$ cat src/rtl/uart_pkg.sv
`default_nettype none
// +----------------------------------------------------------------------+
// | uart_pkg : shared UART types and constants (RX, TX, APB registers)   |
// | Revision : 1.0                                                       |
// +----------------------------------------------------------------------+
package uart_pkg;

  typedef enum logic [2:0] {
    IDLE   = 3'd0,
    START  = 3'd1,
    DATA   = 3'd2,
    PARITY = 3'd3,
    STOP1  = 3'd4,
    STOP2  = 3'd5
  } rx_state_e;

  localparam int   c_ovs_default = 16;
  localparam logic c_parity_odd  = 1'b0;
  localparam logic c_parity_even = 1'b1;

  // XOR over data plus parity bit must equal this for a clean frame.
  function automatic logic parity_target(input logic mode);
    return (mode == c_parity_even) ? 1'b0 : 1'b1;
  endfunction

endpackage
`default_nettype wire

$ cat src/rtl/uart_rx_sampler.sv
`default_nettype none
// +----------------------------------------------------------------------+
// | uart_rx_sampler : 2-flop RXD synchroniser with mid-bit 3-way vote    |
// | Revision : 1.0                                                       |
// +----------------------------------------------------------------------+
module uart_rx_sampler
  import uart_pkg::*;
#(
  parameter int OVS   = c_ovs_default,
  parameter int CNT_W = $clog2(OVS)
) (
  input  logic             PCLK,
  input  logic             PRESET,
  input  logic             baud_tick,
  input  logic             UART_RXD,
  input  logic [CNT_W-1:0] cnt,
  output logic             rxd_s,
  output logic             bit_sample
);

  localparam logic [CNT_W-1:0] c_samp0 = CNT_W'(OVS/2 - 1);
  localparam logic [CNT_W-1:0] c_samp1 = CNT_W'(OVS/2);

  logic rxd_meta_q, rxd_meta_d;
  logic rxd_sync_q, rxd_sync_d;
  logic samp0_q, samp0_d;
  logic samp1_q, samp1_d;

  always_comb begin
    rxd_meta_d = UART_RXD;
    rxd_sync_d = rxd_meta_q;
    samp0_d    = samp0_q;
    samp1_d    = samp1_q;
    if (baud_tick && (cnt == c_samp0)) samp0_d = rxd_sync_q;
    if (baud_tick && (cnt == c_samp1)) samp1_d = rxd_sync_q;
  end

  always_ff @(posedge PCLK) begin
    if (PRESET) begin
      rxd_meta_q <= 1'b1;
      rxd_sync_q <= 1'b1;
      samp0_q    <= 1'b1;
      samp1_q    <= 1'b1;
    end else begin
      rxd_meta_q <= rxd_meta_d;
      rxd_sync_q <= rxd_sync_d;
      samp0_q    <= samp0_d;
      samp1_q    <= samp1_d;
    end
  end

  assign rxd_s = rxd_sync_q;
  // Third vote is the live synced value, so the result is usable on the OVS/2+1 tick itself.
  assign bit_sample = (samp0_q & samp1_q) | (samp0_q & rxd_sync_q) | (samp1_q & rxd_sync_q);

endmodule
`default_nettype wire

$ cat src/rtl/uart_rx_deserializer.sv
`default_nettype none
// +----------------------------------------------------------------------+
// | uart_rx_deserializer : UART receive FSM, framing and RX FIFO handoff |
// | Revision : 1.0                                                       |
// +----------------------------------------------------------------------+
module uart_rx_deserializer
  import uart_pkg::*;
#(
  parameter int OVS    = c_ovs_default,
  parameter int DATA_W = 8
) (
  input  logic              PCLK,
  input  logic              PRESET,
  input  logic              baud_tick,
  input  logic              UART_RXD,
  input  logic [3:0]        number_data_receive,
  input  logic              parity_en,
  input  logic              parity_bit_mode,
  input  logic              stop_bit_twice,
  output logic [DATA_W-1:0] rx_data,
  output logic              rx_valid,
  input  logic              rx_ready,
  output logic              parity_err,
  output logic              frame_err,
  output logic              overrun_err,
  output logic              rx_busy
);

  localparam int CNT_W = $clog2(OVS);
  localparam int BIT_W = $clog2(DATA_W + 1);
  localparam logic [CNT_W-1:0] c_cnt_last = CNT_W'(OVS - 1);
  localparam logic [CNT_W-1:0] c_cnt_vote = CNT_W'(OVS/2 + 1);
  localparam logic [BIT_W-1:0] c_data_w   = BIT_W'(DATA_W);

  rx_state_e         state_q, state_d;
  logic [CNT_W-1:0]  cnt_q, cnt_d;
  logic [BIT_W-1:0]  bit_idx_q, bit_idx_d;
  logic [BIT_W-1:0]  nbits_q, nbits_d;
  logic [DATA_W-1:0] shreg_q, shreg_d;
  logic              par_en_q, par_en_d;
  logic              par_mode_q, par_mode_d;
  logic              stop2_q, stop2_d;
  logic              perr_acc_q, perr_acc_d;
  logic              ferr_acc_q, ferr_acc_d;

  logic [DATA_W-1:0] rx_data_q, rx_data_d;
  logic              rx_valid_q, rx_valid_d;
  logic              parity_err_q, parity_err_d;
  logic              frame_err_q, frame_err_d;
  logic              overrun_q, overrun_d;

  logic              rxd_s;
  logic              bit_sample;
  logic              tick_vote;
  logic              tick_end;
  logic              frame_done;
  logic              done_ferr;
  logic [BIT_W-1:0]  nbits_cfg;
  logic [DATA_W-1:0] data_aligned;

  uart_rx_sampler #(
    .OVS   (OVS),
    .CNT_W (CNT_W)
  ) u_sampler (
    .PCLK       (PCLK),
    .PRESET     (PRESET),
    .baud_tick  (baud_tick),
    .UART_RXD   (UART_RXD),
    .cnt        (cnt_q),
    .rxd_s      (rxd_s),
    .bit_sample (bit_sample)
  );

  assign tick_vote    = baud_tick && (cnt_q == c_cnt_vote);
  assign tick_end     = baud_tick && (cnt_q == c_cnt_last);
  // Bits shift in from the top, so an N-bit frame sits in the upper N bits.
  assign data_aligned = shreg_q >> (c_data_w - nbits_q);

  always_comb begin
    nbits_cfg = c_data_w;
    if ((int'(number_data_receive) >= 5) && (int'(number_data_receive) <= DATA_W)) begin
      nbits_cfg = BIT_W'(number_data_receive);
    end
  end

  always_comb begin
    state_d    = state_q;
    cnt_d      = cnt_q;
    bit_idx_d  = bit_idx_q;
    nbits_d    = nbits_q;
    shreg_d    = shreg_q;
    par_en_d   = par_en_q;
    par_mode_d = par_mode_q;
    stop2_d    = stop2_q;
    perr_acc_d = perr_acc_q;
    ferr_acc_d = ferr_acc_q;
    frame_done = 1'b0;
    done_ferr  = ferr_acc_q;

    if (baud_tick) begin
      cnt_d = (cnt_q == c_cnt_last) ? '0 : cnt_q + 1'b1;
    end

    case (state_q)
      IDLE: begin
        cnt_d      = '0;
        nbits_d    = nbits_cfg;
        par_en_d   = parity_en;
        par_mode_d = parity_bit_mode;
        stop2_d    = stop_bit_twice;
        if (baud_tick && !rxd_s) begin
          state_d    = START;
          bit_idx_d  = '0;
          shreg_d    = '0;
          perr_acc_d = 1'b0;
          ferr_acc_d = 1'b0;
        end
      end
      START: begin
        if (tick_vote && bit_sample) begin
          state_d = IDLE;
          cnt_d   = '0;
        end else if (tick_end) begin
          state_d = DATA;
        end
      end
      DATA: begin
        if (tick_vote) shreg_d = {bit_sample, shreg_q[DATA_W-1:1]};
        if (tick_end) begin
          if (bit_idx_q == nbits_q - 1'b1) begin
            bit_idx_d = '0;
            state_d   = par_en_q ? PARITY : STOP1;
          end else begin
            bit_idx_d = bit_idx_q + 1'b1;
          end
        end
      end
      PARITY: begin
        if (tick_vote) perr_acc_d = (^{shreg_q, bit_sample}) != parity_target(par_mode_q);
        if (tick_end) state_d = STOP1;
      end
      STOP1: begin
        if (tick_vote) begin
          ferr_acc_d = ferr_acc_q | ~bit_sample;
          // Final stop bit: leave at mid-bit so a back-to-back start edge is not missed.
          if (!stop2_q) begin
            frame_done = 1'b1;
            done_ferr  = ferr_acc_q | ~bit_sample;
            state_d    = IDLE;
            cnt_d      = '0;
          end
        end else if (tick_end) begin
          state_d = STOP2;
        end
      end
      STOP2: begin
        if (tick_vote) begin
          ferr_acc_d = ferr_acc_q | ~bit_sample;
          frame_done = 1'b1;
          done_ferr  = ferr_acc_q | ~bit_sample;
          state_d    = IDLE;
          cnt_d      = '0;
        end
      end
      default: begin
        state_d = IDLE;
        cnt_d   = '0;
      end
    endcase
  end

  always_comb begin
    rx_valid_d   = rx_valid_q && !rx_ready;
    rx_data_d    = rx_data_q;
    parity_err_d = parity_err_q;
    frame_err_d  = frame_err_q;
    overrun_d    = 1'b0;
    if (frame_done) begin
      if (!rx_valid_q || rx_ready) begin
        rx_data_d    = data_aligned;
        parity_err_d = perr_acc_q;
        frame_err_d  = done_ferr;
        rx_valid_d   = 1'b1;
      end else begin
        overrun_d = 1'b1;
      end
    end
  end

  always_ff @(posedge PCLK) begin
    if (PRESET) begin
      state_q      <= IDLE;
      cnt_q        <= '0;
      bit_idx_q    <= '0;
      nbits_q      <= c_data_w;
      shreg_q      <= '0;
      par_en_q     <= 1'b0;
      par_mode_q   <= 1'b0;
      stop2_q      <= 1'b0;
      perr_acc_q   <= 1'b0;
      ferr_acc_q   <= 1'b0;
      rx_data_q    <= '0;
      rx_valid_q   <= 1'b0;
      parity_err_q <= 1'b0;
      frame_err_q  <= 1'b0;
      overrun_q    <= 1'b0;
    end else begin
      state_q      <= state_d;
      cnt_q        <= cnt_d;
      bit_idx_q    <= bit_idx_d;
      nbits_q      <= nbits_d;
      shreg_q      <= shreg_d;
      par_en_q     <= par_en_d;
      par_mode_q   <= par_mode_d;
      stop2_q      <= stop2_d;
      perr_acc_q   <= perr_acc_d;
      ferr_acc_q   <= ferr_acc_d;
      rx_data_q    <= rx_data_d;
      rx_valid_q   <= rx_valid_d;
      parity_err_q <= parity_err_d;
      frame_err_q  <= frame_err_d;
      overrun_q    <= overrun_d;
    end
  end

  assign rx_data     = rx_data_q;
  assign rx_valid    = rx_valid_q;
  assign parity_err  = parity_err_q;
  assign frame_err   = frame_err_q;
  assign overrun_err = overrun_q;
  assign rx_busy     = (state_q != IDLE);

endmodule
`default_nettype wire

$ cat config.mk
export PLATFORM = sky130hd
export DESIGN_NAME = uart_rx_deserializer
export DESIGN_NICKNAME = d
export VERILOG_FILES = /design/src/rtl/uart_pkg.sv /design/src/rtl/uart_rx_sampler.sv /design/src/rtl/uart_rx_deserializer.sv
export SDC_FILE = /design/constraint.sdc
export NUM_CORES = 1
export LEC_CHECK = 0
export ABC_CLOCK_PERIOD_IN_PS = 7000
export BUFFER_PORTS_ARGS = -buffer_cell sky130_fd_sc_hd__buf_2
export CAP_MARGIN = 20
export CORE_ASPECT_RATIO = 1.1
export CORE_MARGIN = 10
export CORE_UTILIZATION = 51
export DETAILED_ROUTE_END_ITERATION = 8
export HOLD_SLACK_MARGIN = 0.08
export PLACE_DENSITY = 0.71
export SLEW_MARGIN = 20
export SYNTH_ARGS = -nofsm -noshare
export SYNTH_HDL_FRONTEND = slang
export SYNTH_SLANG_ARGS = --single-unit
$ cat constraint.sdc
create_clock -name PCLK -period 7 [get_ports PCLK]
set_input_delay 1.4 -clock PCLK [delete_from_list [all_inputs] [get_ports PCLK]]
set_output_delay 1.4 -clock PCLK [all_outputs]
set_load 0.005 [all_outputs]
# Word level (Yosys, flattened, before mapping)
# Index checks and enable logic that the tools add are counted.
dict set report classes {
  eq_ne 21
  n_lt_le_gt_ge 2
  n_reduce_logical 27
  div_mod_pow 0
  n_mux 43
  n_bitwise 8
  add_sub_neg 4
  n_mul 0
  n_shift 1
}
# op count
set ops {}
lappend ops {{$mux W4} 10}
lappend ops {{$mux W3} 11}
lappend ops {{$pmux W3 S6} 1}
lappend ops {{$mux W8} 2}
lappend ops {{$pmux W4 S4} 1}
lappend ops {{$pmux W8 S2} 1}
lappend ops {{$ne A2 B2 Y1 const B} 7}
lappend ops {{$eq A4 B4 Y1 const B} 3}
lappend ops {{$mux W1} 12}
lappend ops {{$ne A3 B3 Y1 const B} 3}
lappend ops {{$reduce_and A3 Y1} 3}
lappend ops {{$reduce_xor A9 Y1} 1}
lappend ops {{$add A4 B1 Y4 const B} 2}
lappend ops {{$logic_and A1 B1 Y1} 8}
lappend ops {{$pmux W1 S2} 4}
lappend ops {{$pmux W4 S2} 1}
lappend ops {{$reduce_and A8 Y1} 1}
lappend ops {{$shr A8 B4 Y8} 1}
lappend ops {{$eq A3 B2 Y1 const B} 2}
lappend ops {{$eq A3 B3 Y1 const B} 2}
lappend ops {{$reduce_bool A2 Y1} 3}
lappend ops {{$reduce_or A2 Y1} 3}
lappend ops {{$eq A4 B3 Y1 const B} 1}
lappend ops {{$eq A4 B4 Y1} 1}
lappend ops {{14 further kinds} 22}
dict set report totals {
  out_inout_bits 13
  ramBits 0
  word_cells 125
  ff_bits 44
  mem_count 0
  rom_bits 0
  input_bits 12
  latchBits 0
}

# Depth between registers and ports, before layout
dict set report depth {
  word_depth 8
  depth_mapped 10
  depth_no_buf 7
}

# By module
# Synthesis repeated with hierarchy kept, for this count alone.
dict set report unflattened {
  cells_unflattened 279
  area_unflattened_um2 2392.3
}
# mod area_per_inst_um2 instances cells_per_inst
set by_module_without_submodules {}
lappend by_module_without_submodules {uart_rx_deserializer 2227.1 1 263}
lappend by_module_without_submodules {uart_rx_sampler 165.2 1 16}

# Least setup slack after synthesis
# Ideal clock, no wire load.
dict set report synth_timing {
  path_type {input port to flip-flop}
  start {input port baud_tick}
  end {register bit_idx_q[3]}
  arrival_ns 2.680
  setup_time_ns 0.070
  stages 6
  path_slack_ns 4.250
  path_cell_list {buf_2 nor2b_1 a22oi_1 or3_1 a21o_1 a21oi_1}
}
dict set report synth_between {
  elab_chain_cells 3
}
# item line_no
set synth_rtl {}
lappend synth_rtl {{start: declaration} uart_rx_deserializer.sv:14} ;# input logic baud_tick,
lappend synth_rtl {{$logic_and A1 B1 Y1 (on tied branches)} {uart_rx_deserializer.sv:111, uart_rx_deserializer.sv:75}}
lappend synth_rtl {{$ne A2 B2 Y1 (no source line)} n/a}
lappend synth_rtl {{$reduce_and A3 Y1 (no source line) (*)} n/a}
lappend synth_rtl {{end signal: assignment} uart_rx_deserializer.sv:210} ;# bit_idx_q <= bit_idx_d;
lappend synth_rtl {{end: declaration} uart_rx_deserializer.sv:37} ;# logic [BIT_W-1:0] bit_idx_q, bit_idx_d;
# Mark *: on every way between the ends. The rest lies on a longest branch, timed or not.
# A chain may end at the register's enable or synchronous reset.

# Worst setup path after layout
dict set report layout_timing {
  start {input port baud_tick}
  end {register rx_data_q[6] (netlist: rx_data[6])}
}
dict set report layout_between {
  elab_chain_cells 4
}
# item line_no
set layout_rtl {}
lappend layout_rtl {{$logic_and A1 B1 Y1 (*)} uart_rx_deserializer.sv:74} ;# assign tick_vote = baud_tick && (cnt_q == c_cnt_vote);
lappend layout_rtl {{$mux W1 (on tied branches)} {uart_rx_deserializer.sv:157, uart_rx_deserializer.sv:143}}
lappend layout_rtl {{$pmux W1 S2 (*)} uart_rx_deserializer.sv:104} ;# case (state_q)
lappend layout_rtl {{$reduce_and A2 Y1 (no source line) (*)} n/a}
lappend layout_rtl {{end signal: assignment} uart_rx_deserializer.sv:218} ;# rx_data_q <= rx_data_d;
lappend layout_rtl {{end: declaration} uart_rx_deserializer.sv:46} ;# logic [DATA_W-1:0] rx_data_q, rx_data_d;
# Marks and branches as above.

==> flow_summary_export.csv <==
group,metric,value,unit
clock_tree,cts_tree,"built",
clock_tree,clock_latency,0.30,ns
clock_tree,cts_repair_resize_count,0,
route,vias,1938,
outcome,status,"completed",
synthesis,synthFlopType,"dfxtp_1",
floorplanning,die_w,85.1,um
sta,maxSlewViolCount,0,
route,drc,0,
route,wl,5010,um
place,hpwl,3550,um
worst_hold_path,min_to,"u_sampler.rxd_s",
worst_setup_path,reg2regPathDepth,7,
worst_setup_path,end_kind,"register",
worst_setup_path,crit_path_start_kind,"primary input",
sta,post-route-period-util,45.5,%
finish,drive_above_1_share,15.4,%
sta,hold_viol_final,0,
clock_tree,numClockSinks,44,
finish,layout.cells.most_common,"dfxtp_1",
clock_tree,path_clk_slew,0.09,ns
floorplanning,core,4410,sq um
sta,slew_headroom,50.4,%
pwr,p_leak,0.974,nW
synthesis,synthArstFlopShare,0,%
global_route,grt_max_degree,44,
global_route,grt_pass1_wl,8890,um
clock_tree,htreeDepth,2,
route,drt-initial-drc-count,107,
sta,setup_ws,3.81,ns
clock_tree,hold_buffers,0,
finish,antenna_cells,0,
pwr,peakVddDrop,0.149,mV
sta,fin_skew,0.0112,ns
finish,mostFrequentLayoutCells,"dfxtp_1, nand2_1, buf_2",
floorplanning,start_util,53.8,%
sta,min_period,3.19,ns
clock_tree,cts_buffer_depth,2,
worst_hold_path,whs_path_depth,1,
worst_hold_path,hp-start,"u_sampler.rxd_meta_q",
worst_hold_path,hold_class,"register to register",
synthesis,synth_seq_cells,44,
synthesis,post_synth_num_cell_types,55,
floorplanning,rows,25,
worst_setup_path,reg2reg_slack,4.19,ns
route,vias_per_cell,5.70,
clock_tree,numCtsBuffers,5,
global_route,grt_pass1_vias,1917,
route,drtAntennaViolNets,0,
finish,fin_nets,303,
worst_setup_path,criticalPathCategory,"primary input to register",
place,dp_slack,3.54,ns
worst_setup_path,crit_arrival,3.42,ns
route,drtPass1Iterations,4,
sta,fin_tns_setup,0,ns
floorplanning,die_height,91.6,um
worst_setup_path,worstReg2RegEnd,"rx_data[2]",
synthesis,synth.net_count,287,
sta,worstMarginPinSlew,0.744,ns
sta,rsz0062_at_grt,"false",
run,maxCapViolCount,0,
floorplanning,die_area,7790,sq um
global_route,groute.usage.overall,13.3,%
global_route,antenna_found_initial,0,
worst_setup_path,r2r-start,"nbits_q[0]",
place,io_buffer_count,24,
synthesis,synth.cell_area,2370,sq um
finish,area_growth,10.3,%
sta,setup_viol,0,
synthesis,synth_area_per_cell,8.83,sq um
floorplanning,io_pins,25,
pwr,power_density,246,nW/um^2
synthesis,seq_area_frac_synth,37.1,%
clock_tree,root_buffer,"clkbuf_8",
route,wire_per_inst,14.7,um
clock_tree,post_cts_buffers,0,
synthesis,synth_edf_count,0,
synthesis,postSynthCellCount,269,
worst_setup_path,crit_fanout,13,
worst_setup_path,crit_required,7.23,ns
synthesis,synth_warnings,0,
global_route,grt-ovfl-total,0,
sta,max_clock_freq,0.314,GHz
place,routabilityCongestion,0.811,
## per-stage QoR
| stage | instance area [sq um] | hold WS (ns) | utilization, % | power (mW) | std cells |
|---|---|---|---|---|---|
| finish | 2620 | 0.417 | 59.4 | 0.644 | 340 |
| global route | 2620 | 0.427 | 59.4 | 0.680 | 340 |
| CTS | 2620 | 0.421 | 59.4 | 0.650 | 340 |
| detailed placement | 2500 | 0.398 | 56.6 | 0.443 | 332 |
| global placement | 2500 | 0.392 | 56.6 | 0.441 | 332 |
| floorplan | 2370 | 0.389 | - | 0.403 | 269 |
## layout make-up
class,instances,area (sq um)
Tap cell,54,67.6
Fill cell,407,1790
Sequential cell,44,881
Clock buffer,6,82.6
Timing Repair Buffer,25,128
Inverter,11,41.3
Clock inverter,2,38.8
Multi-Input combinational cell,198,1380
## how the worst max path moves through the flow
stage	from	to	cells past startpoint
after global placement	baud_tick	rx_data[6]	6
after global routing	baud_tick	rx_data[6]	6
after detailed placement	baud_tick	rx_data[6]	6
after floorplan	baud_tick	bit_idx_q[3]	6
after CTS	baud_tick	rx_data[6]	6
final	baud_tick	rx_data[6]	6
## power by group
group          total [mW]  switching, mW  internal, mW
clock network       0.207         0.0905         0.117
logic               0.154         0.0915        0.0626
registers           0.283         0.0203         0.263
## cells in the mapped netlist (3+ instances only)
master	n	area, sq um
nor3_1	5	25.0
nand4b_1	3	26.3
nand2b_1	4	25.0
o21ai_0	8	40.0
a22oi_1	12	90.1
dfxtp_1	44	881
nand3_1	10	50.1
clkbuf_1	10	37.5
ha_1	6	75.1
buf_2	3	15.0
a21oi_1	21	105
nor2b_1	9	56.3
mux4_1	3	78.8
inv_1	10	37.5
o31ai_1	3	22.5
nand2_1	26	97.6
xor2_1	4	35.0
xnor2_1	14	123
mux2i_1	5	50.1
or3_1	3	18.8
nor2_1	23	86.3
nand4_1	3	18.8
## critical path, stage by stage
cell      delay, ns
buf_2          0.19
and4b_1        0.37
nand4_1        0.52
nand3b_1       0.42
or3_1          0.39
a21oi_1        0.12
## kinds of logic (layout without fill, tap and decap cells)
family | count (synthesis) | after routing | share of synthesized area, %
AND/OR/NAND/NOR | 101 | 101 | 22.0
AO/OA/AOI/OAI | 60 | 60 | 17.4
flip-flops | 44 | 44 | 37.1
multiplexers | 11 | 11 | 7.48
buffers and inverters | 27 | 44 | 4.79
adder cells (fa/ha/maj) | 7 | 7 | 3.58
XOR/XNOR | 19 | 19 | 7.59
## state kept, by name (all words and copies together) (netlist names), 3 cells and up
| signal | flops |
|---|---|
| rx_data | 8 |
| shreg_q | 8 |
| bit_idx_q | 4 |
| cnt_q | 4 |
| nbits_q | 4 |
| state_q | 3 |
## metal layers
metal / vias up / part of all wire [%] / GRT usage (%) / wire length, um
met5: - / 0 / 0 / 0
met4: 0 / 1.0 / 4.12 / 52
met3: 4 / 5.0 / 4.65 / 250
met2: 35 / 49 / 22.4 / 2450
met1: 916 / 45 / 15.5 / 2250
li1: 983 / - / - / -
Power figures use the tool's default switching activity.
